File: config.mk
export PLATFORM = sky130hd
export DESIGN_NAME = star_collect_ctrl
export DESIGN_NICKNAME = d
export VERILOG_FILES = /design/src/rtl/star_pkg.sv /design/src/rtl/bcd_add_sat.sv /design/src/rtl/star_collect_ctrl.sv
export SDC_FILE = /design/constraint.sdc
export NUM_CORES = 1
export LEC_CHECK = 0
export CAP_MARGIN = 40
export CORE_UTILIZATION = 54
export CTS_CLUSTER_SIZE = 25
export DETAILED_ROUTE_END_ITERATION = 6
export MAX_ROUTING_LAYER = met4
export PLACE_DENSITY = 0.87
export SYNTH_ARGS = -nofsm -noshare
export SYNTH_HDL_FRONTEND = slang
export SYNTH_SLANG_ARGS = --single-unit
File: constraint.sdc
create_clock -name sys_clk -period 9.1 [get_ports sys_clk]
set_input_delay 2.275 -clock sys_clk [delete_from_list [all_inputs] [get_ports sys_clk]]
set_output_delay 2.275 -clock sys_clk [all_outputs]
set_load 0.01 [all_outputs]
File: src/rtl/star_pkg.sv
// star_pkg: shared FSM states, scoring constants and score ceiling for star collection.
package star_pkg;
    typedef enum logic [1:0] {IDLE = 2'd0, FLASH = 2'd1, CLEAR = 2'd2} state_t;
    localparam int PTS_IDLE = 10;
    localparam int PTS_FLASH = 20;
    localparam logic [11:0] SCORE_MAX = 12'h990;
endpackage

File: src/rtl/bcd_add_sat.sv
// bcd_add_sat: two-digit (hundreds/tens) BCD adder that saturates at the score ceiling.
module bcd_add_sat
    import star_pkg::*;
(
    input  logic [7:0] a,
    input  logic [7:0] b,
    output logic [7:0] sum
);
    logic [4:0] t;
    logic [4:0] h;
    logic       c;
    always_comb begin
        t = {1'b0, a[3:0]} + {1'b0, b[3:0]};
        c = t > 5'd9;
        h = {1'b0, a[7:4]} + {1'b0, b[7:4]} + {4'b0, c};
        sum = (h > 5'd9) ? SCORE_MAX[11:4] : {h[3:0], c ? 4'(t - 5'd10) : t[3:0]};
    end
endmodule

File: src/rtl/star_collect_ctrl.sv
// star_collect_ctrl: tracks collected stars, BCD score with combo bonus, and the
// IDLE/FLASH/CLEAR flash-window state machine.
module star_collect_ctrl
    import star_pkg::*;
#(
    parameter int NUM_STARS    = 8,
    parameter int FLASH_FRAMES = 30
) (
    input  logic                 sys_clk,
    input  logic                 RST_N,
    input  logic [NUM_STARS-1:0] touch_star,
    input  logic                 frame_tick,
    input  logic                 level_restart,
    output logic [NUM_STARS-1:0] collected_mask,
    output logic [3:0]           star_count,
    output logic [11:0]          score_bcd,
    output logic                 star_event,
    output logic                 flash_active,
    output logic                 all_collected
);
    localparam int CW = $clog2(FLASH_FRAMES + 1);

    state_t               state, state_nx;
    logic [CW-1:0]        flash_cnt, flash_cnt_nx;
    logic [NUM_STARS-1:0] new_hits, mask_nx;
    logic [7:0]           n, add_tens, add_bcd, score_sum;

    assign new_hits = (state == CLEAR) ? '0 : touch_star & ~collected_mask;
    assign mask_nx  = collected_mask | new_hits;

    always_comb begin
        n = '0;
        for (int i = 0; i < NUM_STARS; i++) n = n + 8'(new_hits[i]);
    end

    // Points are whole tens, so the adder only ever sees the tens/hundreds digits.
    assign add_tens = n * ((state == FLASH) ? 8'(PTS_FLASH / 10) : 8'(PTS_IDLE / 10));
    assign add_bcd  = (add_tens > 8'd99) ? 8'h99 : {4'(add_tens / 8'd10), 4'(add_tens % 8'd10)};

    bcd_add_sat u_add (
        .a  (score_bcd[11:4]),
        .b  (add_bcd),
        .sum(score_sum)
    );

    always_comb begin
        state_nx     = state;
        flash_cnt_nx = flash_cnt;
        if (level_restart) begin
            state_nx     = IDLE;
            flash_cnt_nx = '0;
        end else if (state != CLEAR) begin
            if (&mask_nx) begin
                state_nx     = CLEAR;
                flash_cnt_nx = '0;
            end else if (|new_hits) begin
                state_nx     = FLASH;
                flash_cnt_nx = CW'(FLASH_FRAMES);
            end else if (state == FLASH && frame_tick) begin
                flash_cnt_nx = flash_cnt - CW'(1);
                state_nx     = (flash_cnt == CW'(1)) ? IDLE : FLASH;
            end
        end
    end

    always_ff @(posedge sys_clk or negedge RST_N) begin
        if (!RST_N) begin
            state          <= IDLE;
            flash_cnt      <= '0;
            collected_mask <= '0;
            star_count     <= '0;
            score_bcd      <= '0;
            star_event     <= 1'b0;
        end else begin
            state     <= state_nx;
            flash_cnt <= flash_cnt_nx;
            if (level_restart) begin
                collected_mask <= '0;
                star_count     <= '0;
                score_bcd      <= '0;
                star_event     <= 1'b0;
            end else begin
                collected_mask <= mask_nx;
                star_count     <= star_count + 4'(n);
                score_bcd      <= {score_sum, 4'h0};
                star_event     <= |new_hits;
            end
        end
    end

    assign flash_active  = state == FLASH;
    assign all_collected = state == CLEAR;
endmodule

==> metrics.yaml, run 1 <==
status: "finished, final reports clean"
worst_ir_drop_vdd_mv: 0.1304
layout-drive-gt1-share_pct: 31.52
dp_hpwl_mm: 4.195
powerDensity_mw_per_mm2: 269.5
viasPerCell: 5.697
routabilityCongestion: 0.8745
r2r-end: "score_bcd[10]$_DFF_PN0_"
cts_root_buf: "clkbuf_8"
r2r_start: "state[0]$_DFFE_PN0P_"
io_pins: 39
die_area_mm2: 0.004660
cpMostUsedCell: "inv_2"
stdcell_area_mm2: 0.003211
die_x_um: 68.27
max_clock_freq_mhz: 111.6
crit_path_max_incr_delay_ns: 0.43
worstMarginPinSlew_ns: 0.5944
drt-initial-drc-count: 286
io_buffers: 34
cp-endpoint: "score_bcd[10]$_DFF_PN0_"
grt_use_total_pct: 28.39
final-setup-viol-count: 0
clk_pin_slew_ns: 0.11
r2r_cells: 40
clockBufferDepth: 2
diodes: 0
grt_pass1_vias: 2096
yosys-top-cells-count: "dfrtp_1, inv_1, nor2_1"
worstSkewPairLatency_ns: 0.29
fin_worst_skew_ns: 0.006898
htreeDepth: 1
tritoncts: "built"
crit_arrival_ns: 9.16
synth_area_leader_cell: "dfrtp_1"
synth-edff-count: 0
r2r_setup_slack_ns: 1.17
grt_pass1_wl_mm: 9.466
route.detailed.drc: 0
maxSlewViolCount: 0
final_core_util_pct: 78.02
multi_input_area_mm2: 0.001614
worstPathMaxFanout: 4
synth_seq_cells: 28
nNetsFinal: 370
path_class: "input pin to flop"
yosysSeqAreaShare_pct: 29.55
hp-class: "flop to flop"
regArea_um2: 700.7
area_growth_syn_to_layout_pct: 35.41
synth_cell_types: 65
postSynthCellCount: 260
cts_num_sinks: 28
p_leak_uw: 0.001483
syn_area_mm2: 0.002371
async_flop_share_pct: 100.0
ys.flop_type: "dfrtp_1"
drv_cap: 0
fp.dieH_um: 68.27
gr-total-overflow: 0
slowest_stage: "fa_1"
cts_hold_buffers: 0
via_count: 2165
startpoint_type: "input pin"
antenna_found_initial: 0
period_needed_ns: 8.963
numCtsBuffers: 3
synthTopCellsByArea: "dfrtp_1, ha_1, fa_1, inv_1, nor2_1"
post_drt_wl_per_cell_um: 16.31
timing.final.crit_share_pct: 98.50
place_area_mm2: 0.002967
hold_viol: 0
drt_pre_antenna_iters: 4
worstSetupStartpoint: "touch_star[3]"
num_rows: 23
worstSetupEndpointType: "flop"
fillers: 235
slew_headroom_pct: 59.95
ant_nets: 0
grt_max_degree: 29
synth_warnings: 0
start_util_pct: 57.62
cp.required_ns: 9.30
yosys.cell_count.top_type: "dfrtp_1"
wl_mm: 6.198
avgSynthCellArea_um2: 9.119
synth_top_area_share_pct: 29.55
coreArea_mm2: 0.004115
timing repair:
action,in CTS,in global routing
gates resized for setup,19,20
pin swaps,10,20
buffers inserted,4,4
endpoints found under the setup margin,7,8
report_power, final:
group,leakage (µW),switching [µW],total (µW),internal (µW)
Clock,0.0000288,43.5,82.4,38.9
Sequential,0.000357,18.8,169,150
Combinational,0.00110,303,614,311
flip-flops by register name, indices dropped and copies added (netlist names):
signal	count
collected_mask	8
flash_cnt	5
score_bcd	8
star_count	4
state	2
star_event	1
layout make-up:
cell class / instances / share of cell area (%)
repair buffers: 74 / 20.65
inverters: 30 / 3.585
well taps: 50 / 1.949
flip-flops and latches: 28 / 21.82
multi-input cells: 194 / 50.27
clock buffers: 4 / 1.715
cell families after synthesis:
kind of cell               count (synthesis)  share of synthesized area [%]
and+or+nand+nor                           92                          22.69
AOI/OAI and AO/OA                         59                          18.26
muxes                                      3                          1.319
xor gates and xnor gates                   8                          3.272
buffers and inverters                     42                          7.969
DFF                                       28                          29.55
other                                      1                         0.1582
adders and majority gates                 27                          16.78
cells in the final DEF (no fill, tap or decap), types with 3 or more instances in the layout:
cell type	n
a21o_1	4
a21oi_1	9
a21oi_2	12
a31oi_1	5
and3_1	3
buf_4	37
clkbuf_8	4
clkdlybuf4s50_1	31
conb_1	5
dfrtp_1	28
dlymetal6s2s_1	3
fa_1	4
fa_2	4
ha_1	17
inv_1	22
inv_2	7
nand2_1	17
nand2b_1	3
nand3_1	5
nor2_1	25
nor2_2	3
nor2b_1	5
nor3_1	5
o21ai_0	4
o21ai_1	3
o21ai_2	3
xnor2_1	3
worst max-delay path, delay by kind of cell:
family | cells | cell delay, ns
muxes | 1 | 0.26
buffers and inverters | 12 | 1.01
xor gates and xnor gates | 2 | 0.39
AOI/OAI and AO/OA | 8 | 1.18
adders and majority gates | 9 | 3.05
and+or+nand+nor | 7 | 0.97
how the worst min path moves through the flow:
| stage | from | end | slack [ns] | cells past startpoint |
|---|---|---|---|---|
| after global placement | collected_mask[4]$_DFF_PN0_ | collected_mask[4]$_DFF_PN0_ | 0.53 | 2 |
| after detailed placement | collected_mask[4]$_DFF_PN0_ | collected_mask[4]$_DFF_PN0_ | 0.54 | 2 |
| after floorplan | flash_cnt[2]$_DFFE_PN0P_ | flash_cnt[2]$_DFFE_PN0P_ | 0.51 | 1 |
| after CTS | collected_mask[4]$_DFF_PN0_ | collected_mask[4]$_DFF_PN0_ | 0.57 | 2 |
| final | collected_mask[2]$_DFF_PN0_ | collected_mask[2]$_DFF_PN0_ | 0.56 | 2 |
| after global routing | collected_mask[2]$_DFF_PN0_ | collected_mask[2]$_DFF_PN0_ | 0.57 | 2 |
per-layer routing:
| metal | global-route usage [%] | up-vias | share of wire (%) |
|---|---|---|---|
| met1 | 34.24 | 1046 | 41 |
| li1 | - | 1021 | - |
| met2 | 48.28 | 79 | 51 |
| met4 | 10.68 | 0 | 3.1 |
| met3 | 3.333 | 19 | 4.8 |
| met5 | - | - | 0 |
through the flow:
step           setup TNS, ns  hold WS, ns  worst slack, ns  cells  power, µW
2_1_floorplan              0       0.5053          0.04268    264      465.5
3_3_place_gp          -1.928       0.5255          -0.3464    367      646.6
3_5_place_dp          -4.083       0.5429          -0.6617    368      669.1
4_1_cts             -0.02375       0.5665         -0.01447    376      808.2
5_1_grt              -0.6680       0.5709          -0.1681    380      929.9
6_report                   0       0.5586           0.1368    380      865.2
(Power assumes the default switching activity.)
==> run 2: changes to the inputs <==
Settings changed: SLEW_MARGIN set to 10.
==> results of run 2 <==
The final DEF is identical to that of run 1; final timing and power are the same.
==> run 3: changes to the inputs <==
Settings changed: PLACE_DENSITY 0.87 to 0.93, SLEW_MARGIN 10 to 20.
Clock period 9.1 ns to 9.55 ns, I/O delays scaled along.
==> run 3 against run 2 <==
Effect of this change: worst setup slack better by 0.17 ns; global-route usage up 2.2 points; via count up 3.2%; wire length up 10%; combinational power down 5.5%; first-iteration DRC count down 8.7%; clock power down 5.0%; sequential share of layout area up 0.50 points; largest power group unchanged; clock skew down 0.00082 ns; power down 5.0%; critical endpoint is now score_bcd[9]$_DFF_PN0_; sequential power down 4%.
==> metrics.yaml, run 3 (synthesis gave the netlist of run 1 again) <==
status: "finished, final reports clean"
worstSetupEndpointType: "flop"
worstPathMaxFanout: 4
worst_ir_drop_vdd_mv: 0.1154
grt_use_total_pct: 30.55
cp.required_ns: 9.72
slew_headroom_pct: 65.51
max_clock_freq_mhz: 108.2
grt_max_degree: 29
io_buffers: 34
r2r_start: "state[0]$_DFFE_PN0P_"
post_drt_wl_per_cell_um: 18.41
maxSlewViolCount: 0
num_rows: 23
fillers: 250
drv_cap: 0
p_leak_uw: 0.001434
cts_num_sinks: 28
die_x_um: 68.27
layout-drive-gt1-share_pct: 28.35
r2r_cells: 40
hp-class: "flop to flop"
dp.cells: 359
drt_pre_antenna_iters: 4
fin_tns_setup_ns: 0
clockBufferDepth: 2
final_cell_mix: "clkdlybuf4s50_1, buf_4, dfrtp_1, inv_1, nor2_1"
gr-total-overflow: 0
dp_hpwl_mm: 4.378
io_pins: 39
fin_ws_ns: 0.3047
die_area_mm2: 0.004660
rsz0062_at_grt: "false"
coreArea_mm2: 0.004115
hold_viol: 0
fp.dieH_um: 68.27
crit_arrival_ns: 9.42
worstSetupStartpoint: "touch_star[1]"
stdcell_count: 371
slowest_stage: "fa_1"
cts_hold_buffers: 0
startpoint_type: "input pin"
period_needed_ns: 9.245
cpMostUsedCell: "inv_1"
wl_mm: 6.830
place_ws_ns: -0.3137
final_common_cell: "clkdlybuf4s50_1"
clk_pin_slew_ns: 0.11
largest_registers: "collected_mask (8), score_bcd (8), flash_cnt (5)"
final-setup-viol-count: 0
grt_pass1_wl_mm: 9.922
powerDensity_mw_per_mm2: 262.0
numCtsBuffers: 3
ant_nets: 0
tritoncts: "built"
worstMarginPinSlew_ns: 0.5119
area_growth_syn_to_layout_pct: 32.35
final_core_util_pct: 76.25
r2r-end: "score_bcd[9]$_DFF_PN0_"
routabilityCongestion: 0.8764
start_util_pct: 57.62
worstSkewPairLatency_ns: 0.29
viasPerCell: 6.022
htreeDepth: 1
grt_pass1_vias: 2242
diodes: 0
fin_worst_skew_ns: 0.006078
path_class: "input pin to flop"
route.detailed.drc: 0
cp-endpoint: "score_bcd[9]$_DFF_PN0_"
nNetsFinal: 361
r2r_setup_slack_ns: 1.52
antenna_found_initial: 0
drt-initial-drc-count: 261
via_count: 2234
crit_path_max_incr_delay_ns: 0.48
cts_root_buf: "clkbuf_8"
timing.final.crit_share_pct: 96.81
==> run 3: cell count changes in the layout (fill, tap and decap cells not counted), moves of 2 or more <==
| cell | previous run | this run |
|---|---|---|
| inv_1 | 22 | 24 |
| buf_4 | 37 | 29 |
| inv_2 | 7 | 5 |
| buf_6 | 2 | 0 |
| mux2i_2 | 2 | 0 |
==> run 3: per-layer routing <==
metal	vias up	wire length, µm	global-route usage [%]
met5	-	0	-
li1	1000	-	-
met4	0	312	19.01
met1	1088	2565	31.17
met3	32	399	6.000
met2	114	3553	53.31
==> run 3: layout make-up <==
type	instances	area (µm²)	share of cell area (%)
clock buffer	4	55.05	1.754
inverter	30	115.1	3.668
multi-input combinational	194	1609	51.28
sequential	28	700.7	22.33
tap	50	62.56	1.994
timing repair buffer	65	595.6	18.98
==> run 3: timing repair <==
action,in CTS,in global routing
pin swaps,5,16
gates resized for setup,7,27
endpoints found under the setup margin,7,8
buffers inserted,2,6
==> run 3: critical path, delay by kind of cell <==
kind | cells | cell delay, ns
compound gates | 7 | 1.16
xor+xnor | 2 | 0.41
fa+ha+maj | 9 | 3.10
buf+inv | 12 | 0.98
mux | 2 | 0.48
simple gates | 7 | 0.93
==> run 3: how the worst min path moves through the flow <==
stage | startpoint | end | slack [ns] | cells after the start
after global routing | collected_mask[5]$_DFF_PN0_ | collected_mask[5]$_DFF_PN0_ | 0.59 | 2
after floorplan | flash_cnt[2]$_DFFE_PN0P_ | flash_cnt[2]$_DFFE_PN0P_ | 0.51 | 1
after detailed placement | collected_mask[5]$_DFF_PN0_ | collected_mask[5]$_DFF_PN0_ | 0.55 | 2
after CTS | collected_mask[5]$_DFF_PN0_ | collected_mask[5]$_DFF_PN0_ | 0.57 | 2
after global placement | collected_mask[4]$_DFF_PN0_ | collected_mask[4]$_DFF_PN0_ | 0.53 | 2
final | collected_mask[5]$_DFF_PN0_ | collected_mask[5]$_DFF_PN0_ | 0.56 | 2
==> run 3: report_power, final <==
part / total (µW) / switching, µW / internal (µW)
combinational: 580 / 305 / 275
clock: 78.3 / 41.2 / 37.1
sequential: 163 / 20.4 / 143
total: 822 / 367 / 455
==> run 3: stage by stage <==
stage	power [µW]	instance area (µm²)	hold slack, ns
final	822.1	3138	0.5647
after global routing	868.5	3138	0.5865
after CTS	732.2	3003	0.5703
after detailed placement	615.5	2903	0.5471
after global placement	589.5	2873	0.5328
after floorplan	439.7	2386	0.5053
